--- config.mk ---
export PLATFORM = sky130hd
export DESIGN_NAME = mano_mem_arbiter
export DESIGN_NICKNAME = d
export VERILOG_FILES = /design/src/rtl/mano_mem_arbiter.sv
export SDC_FILE = /design/constraint.sdc
export NUM_CORES = 1
export LEC_CHECK = 0
export BUFFER_PORTS_ARGS = -buffer_cell sky130_fd_sc_hd__buf_2
export CORE_MARGIN = 2
export CORE_UTILIZATION = 28
export DETAILED_ROUTE_END_ITERATION = 16
export PLACE_DENSITY = 0.76
export SYNTH_ARGS = -nofsm -noshare
export SYNTH_HDL_FRONTEND = slang
export SYNTH_SLANG_ARGS = --single-unit
--- constraint.sdc ---
create_clock -name clk -period 1.5 [get_ports clk]
set_input_delay 0.225 -clock clk [delete_from_list [all_inputs] [get_ports clk]]
set_output_delay 0.225 -clock clk [all_outputs]
set_load 0.005 [all_outputs]
--- src/rtl/mano_mem_arbiter.sv ---
// mano_mem_arbiter: shares single-port main memory between the CPU (C) and loader (L) with burst fairness and CPU lock
module mano_mem_arbiter #(
  parameter int AW        = 12,
  parameter int DW        = 16,
  parameter int MEM_DEPTH = 4066,
  parameter int MAX_BURST = 4
) (
  input  logic          clk,
  input  logic          rst_n,
  input  logic          run_code,
  input  logic          c_req,
  input  logic          c_we,
  input  logic          c_lock,
  input  logic [AW-1:0] c_addr,
  input  logic [DW-1:0] c_wdata,
  output logic          c_gnt,
  output logic          c_rvalid,
  output logic [DW-1:0] c_rdata,
  input  logic          l_req,
  input  logic          l_we,
  input  logic [AW-1:0] l_addr,
  input  logic [DW-1:0] l_wdata,
  output logic          l_gnt,
  output logic          l_rvalid,
  output logic [DW-1:0] l_rdata,
  output logic          mem_en,
  output logic          mem_we,
  output logic [AW-1:0] mem_addr,
  output logic [DW-1:0] mem_wdata,
  input  logic [DW-1:0] mem_rdata,
  output logic          addr_err
);
  localparam int BW = $clog2(MAX_BURST + 1);
  localparam logic [1:0] O_NONE = 2'd0, O_C = 2'd1, O_L = 2'd2;
  logic [1:0]    owner;
  logic [BW-1:0] burst_cnt, burst_inc;
  logic          c_el, l_el, at_limit, pick_c, c_oor, l_oor, sel_oor, c_pend, l_pend;
  assign c_el      = rst_n && c_req && run_code;
  assign l_el      = rst_n && l_req;
  assign at_limit  = burst_cnt >= BW'(MAX_BURST);
  assign burst_inc = at_limit ? burst_cnt : burst_cnt + BW'(1);
  assign c_oor     = 32'(c_addr) >= MEM_DEPTH;
  assign l_oor     = 32'(l_addr) >= MEM_DEPTH;
  // tie-break only matters when both ports are eligible
  always_comb begin
    pick_c    = (owner == O_C && c_lock) || owner == O_NONE ? 1'b1 :
                owner == O_C ? !at_limit : at_limit;
    c_gnt     = c_el && (!l_el || pick_c);
    l_gnt     = l_el && !c_gnt;
    sel_oor   = c_gnt ? c_oor : l_oor;
    mem_en    = c_gnt || l_gnt;
    mem_we    = c_gnt ? c_we && !c_oor : l_gnt ? l_we && !l_oor : 1'b0;
    mem_addr  = c_gnt ? c_addr : l_gnt ? l_addr : '0;
    mem_wdata = c_gnt ? c_wdata : l_gnt ? l_wdata : '0;
    c_rvalid  = c_pend;
    l_rvalid  = l_pend;
    c_rdata   = c_pend && !addr_err ? mem_rdata : '0;
    l_rdata   = l_pend && !addr_err ? mem_rdata : '0;
  end
  always_ff @(posedge clk or negedge rst_n)
    if (!rst_n) begin
      owner     <= O_NONE;
      burst_cnt <= '0;
      c_pend    <= 1'b0;
      l_pend    <= 1'b0;
      addr_err  <= 1'b0;
    end else begin
      owner     <= c_gnt ? O_C : l_gnt ? O_L : O_NONE;
      burst_cnt <= c_gnt ? (owner == O_C ? burst_inc : BW'(1)) :
                   l_gnt ? (owner == O_L ? burst_inc : BW'(1)) : '0;
      c_pend    <= c_gnt && !c_we;
      l_pend    <= l_gnt && !l_we;
      addr_err  <= mem_en && sel_oor;
    end
endmodule

# After elaboration in Yosys (flattened, before gate mapping)
# Cells that the tools add are included.
# totals
register_bits	8
out_inout_bits	67
# classes
reduce_logical	25
n_mux	18
eq_ne	2
n_addsub	1
n_lt_le_gt_ge	3
# op_table
operator	count
$mux W16	4
$ge A12 B12 Y1 const B	2
$mux W12	2
$mux W3	5
$logic_and A1 B1 Y1	13
$logic_not A1 Y1	8
$mux W1	5
$mux W2	2
$add A3 B1 Y3 const B	1
$ge A3 B3 Y1 const B	1
$logic_or A1 B1 Y1	3
$eq A2 B1 Y1 const B	1
$eq A2 B2 Y1 const B	1
$logic_not A2 Y1	1

# Logic depth before layout (Yosys ltp)
# depth
depth_word	10
mapped_depth	6
ltp_nobuf	5

# Least setup slack after synthesis
# OpenSTA, ideal clock, no wires.
# synth_path
path_kind	register to output
startpoint	register owner[1]
endpoint	output mem_wdata[1]
t_arrival_ns	1.449
path_stages_with_launch	7
setup_slack_ns	-0.174
path_cell_list	dfrtp_1 -> nand2b_4 -> or3_4 -> nand2_4 -> inv_4 -> buf_6 -> a22o_4
# synth_between
elab_chain_len	10
word_cells_on_any_way	12
classes_between	eq/ne (1); mux (4); reduce/logical (7)
# synth_rtl
element	line	source
start: declaration	35	logic [1:0] owner;
start signal: assignment	68	owner <= c_gnt ? O_C : l_gnt ? O_L : O_NONE;
$eq A2 B1 Y1	46, 47	
$logic_and A1 B1 Y1	46	pick_c = (owner == O_C && c_lock) || owner == O_NONE ? 1'b1 :
$logic_or A1 B1 Y1	46	
$mux W1 (*)	46	
$logic_or A1 B1 Y1 (*)	48	c_gnt = c_el && (!l_el || pick_c);
$logic_and A1 B1 Y1 (*)	48	
$logic_not A1 Y1	49	l_gnt = l_el && !c_gnt;
$logic_and A1 B1 Y1	49	
$mux W16	54	mem_wdata = c_gnt ? c_wdata : l_gnt ? l_wdata : '0;
$mux W16 (*)	54	
end: declaration	29	output logic [DW-1:0] mem_wdata,
# Every way passes the cells marked *; elsewhere a longest branch is shown, timed or not.

# Worst setup path after layout
# layout_path
startpoint	register owner[1]
endpoint	output mem_wdata[0]
# The elaborated chain is that of the path after synthesis.

==> impl_metrics.yaml <==
run_status:
  outcome: "complete, but fails checks"
  violations: "negative setup slack"
final_layout:
  utilization_pct: 56.2
  areaGrowthSynthToFinish_pct: 95.7
  final_layout_size_suffix_gt1_share_pct: 63.8
  finalNetCount: 363
  diodes: 0
detailed_routing:
  drtPass1Iterations: 4
  vias_per_cell: 4.80
  antenna_left: 0
  drtIter0Drc: 22
  vias: 1571
  wl_per_cell_um: 12.6
  drc: 0
  drt-total-wl_mm: 4.11
pwr:
  power.density_nw_per_um2: 426
  swShare_pct: 28.7
  power_switching_mw: 0.250
  p_comb_share_pct: 43.5
  p_leak_nw: 1.22
  peakVddDrop_mv: 0.154
  power.clock.fraction_pct: 29.8
  p_seq_share_pct: 26.7
  power.internal_mw: 0.620
clocking:
  cts_sinks: 8
  clockBufferDepth: 2
  htree_levels: 1
  clk_pin_slew_ns: 0.04
  ctsRootBufferMaster: "clkbuf_8"
  cts_made_buffers: 3
  worstSkewPairLatency_ns: 0.23
  cts_tree: "done"
floorplan:
  dieArea_sq_um: 4230
  die_h_um: 65.0
  ios: 147
  start_util_pct: 28.7
  rows: 22
  core_sq_um: 3630
  die_w_um: 65.0
setup_path:
  critPathArrivalTime_ns: 1.78
  cp.required_ns: 1.27
  cp-start-kind: "flip-flop"
  path_class: "reg -> out"
  critPathMaxFanout: 16
  end_kind: "output pin"
yosys:
  synthTopCellsByArea: "a22o_1 24%, and2_1 19%, dfrtp_1 19%"
  dominantRegCellSynth: "dfrtp_1"
  synth-edff-count: 0
  syn_inst: 120
  synth.most_common_cell: "and2_1"
  yosysTopAreaCellShare_pct: 23.5
  syn_nets: 202
  async_reset_ff_share_pct: 100
  yosysWarnings: 0
  seq_area_frac_synth_pct: 19.2
  synthDistinctLibCells: 31
  synth_seq_cells: 8
  yosys-top-cells-count: "32 x and2_1, 28 x a22o_1, 8 x dfrtp_1"
  yosysTopAreaCell: "a22o_1"
  syn_avg_cell_area_sq_um: 8.70
  syn-cell-area_sq_um: 1040
min_path:
  min_path_type: "in -> reg"
timing:
  max_slew_margin_pct: 73.2
  tightestPinTransition_ns: 0.401
  clock_skew_ns: 0.00309
  rsz0062_at_grt: "yes"
  max_freq_mhz: 498
  drv_slew: 0
  hold_violations: 0
  setup_viol: 37
  setup_slack_ns: -0.508
  period_share_pct: 134
  post-route-min-period_ns: 2.01
  setup_tns_ns: -15.83
global_routing:
  grt_pass1_vias: 1381
  grt_max_degree: 33
  grt_pass1_wl_mm: 5.78
  grt.overflow.total: 0
  track_usage_pct: 17.3
  grt_antenna_before_repair: 0
flow_run:
  max_cap_viol_count: 0
placed_design:
  place_hpwl_mm: 3.23
  place_worst_setup_slack_ns: -0.277
  numPortBuffers: 146
  place.gp.congestion: 0.743
[flip-flops by register name, summed over array words and instances (netlist names)]
register,flops
addr_err,1
burst_cnt,3
c_rvalid,1
l_rvalid,1
owner,2
[layout by cell type, fill, tap and decap left out, types with 2 or more instances in the layout]
| master | Yosys | layout |
|---|---|---|
| buf_2 | 0 | 144 |
| and2_1 | 32 | 32 |
| a22o_1 | 28 | 28 |
| buf_4 | 0 | 11 |
| dfrtp_1 | 8 | 8 |
| inv_1 | 4 | 4 |
| nor2_1 | 4 | 4 |
| nor2b_4 | 0 | 4 |
| nand4_1 | 3 | 3 |
| clkbuf_8 | 0 | 3 |
| buf_6 | 6 | 3 |
| nand3_1 | 2 | 2 |
| nand2_1 | 2 | 2 |
| nor2b_1 | 4 | 2 |
| nor4_1 | 2 | 2 |
| nor3_1 | 2 | 2 |
| a32o_1 | 2 | 2 |
| ha_1 | 2 | 2 |
| buf_12 | 0 | 2 |
[stage by stage]
stage | hold WS, ns | cell area [sq um] | power [mW] | cells
after detailed placement | 0.165 | 1870 | 0.589 | 317
after global routing | 0.161 | 2040 | 0.935 | 327
after global placement | 0.157 | 1870 | 0.581 | 317
after CTS | 0.165 | 1980 | 0.867 | 323
final | 0.172 | 2040 | 0.870 | 327
after floorplan | -0.0706 | 1040 | 0.375 | 120
[worst max-delay path: stages, from the launching register on]
cell and delay [ns]:
dfrtp_1 0.37, nand2b_4 0.14, or3_4 0.43, a21oi_4 0.22, buf_12 0.17, a22o_1 0.12
buf_2 0.10
[final cells by class]
cell class	instances	area [sq um]
well taps	48	60.1
inverters	5	31.3
multi-input cells	101	807
repair buffers	162	902
fillers	348	1590
flip-flops and latches	8	200
clock buffers	3	41.3
[power by group through the flow]
stage	Clock, mW	Combinational, mW	Sequential [mW]
after floorplan	0	0.142	0.233
after global placement	0	0.349	0.233
after detailed placement	0	0.356	0.233
after CTS	0.264	0.372	0.231
after global routing	0.282	0.419	0.233
final	0.259	0.379	0.232
[path summary, 6_finish.rpt]
check	start	to	slack, ns	depth (start not counted)
max reg2reg	owner[1]$_DFF_PN0_	burst_cnt[2]$_DFF_PN0_	-0.15	8
min reg2reg	burst_cnt[1]$_DFF_PN0_	burst_cnt[1]$_DFF_PN0_	0.70	3
min	c_we	c_rvalid$_DFF_PN0_	0.17	2
min in group asynchronous	rst_n	burst_cnt[0]$_DFF_PN0_	0.57	3
max	owner[1]$_DFF_PN0_	mem_wdata[0]	-0.51	6
max in group asynchronous	rst_n	c_rvalid$_DFF_PN0_	0.64	3
[routing by layer]
metal | vias up | share of wire [%] | track usage, %
li1 | 765 | - | -
met1 | 704 | 36 | 17.0
met2 | 100 | 53 | 36.0
met3 | 2 | 10 | 2.60
met4 | 0 | 0.71 | 5.47
met5 | - | 0 | 0
[logic make-up (layout without fill, tap and decap cells)]
logic type / count (synthesis) / count (layout) / synth area share, %
buffers and inverters: 13 / 170 / 9.23
DFF: 8 / 8 / 19.2
and+or+nand+nor: 58 / 60 / 34.9
xor gates and xnor gates: 1 / 1 / 0.839
adders and majority gates: 2 / 2 / 2.40
muxes: 1 / 1 / 0.959
AOI/OAI and AO/OA: 37 / 37 / 32.5
[timing repair]
| item | in CTS | in global routing |
|---|---|---|
| pin swaps | 1 | 0 |
| gates resized for setup | 13 | 5 |
| hold endpoints to repair | 8 | 0 |
| endpoints found under the setup margin | 69 | 49 |
| setup buffers | 2 | 2 |
| gates cloned | 0 | 2 |
| hold buffers | 1 | 0 |
(Power assumes the default switching activity.)
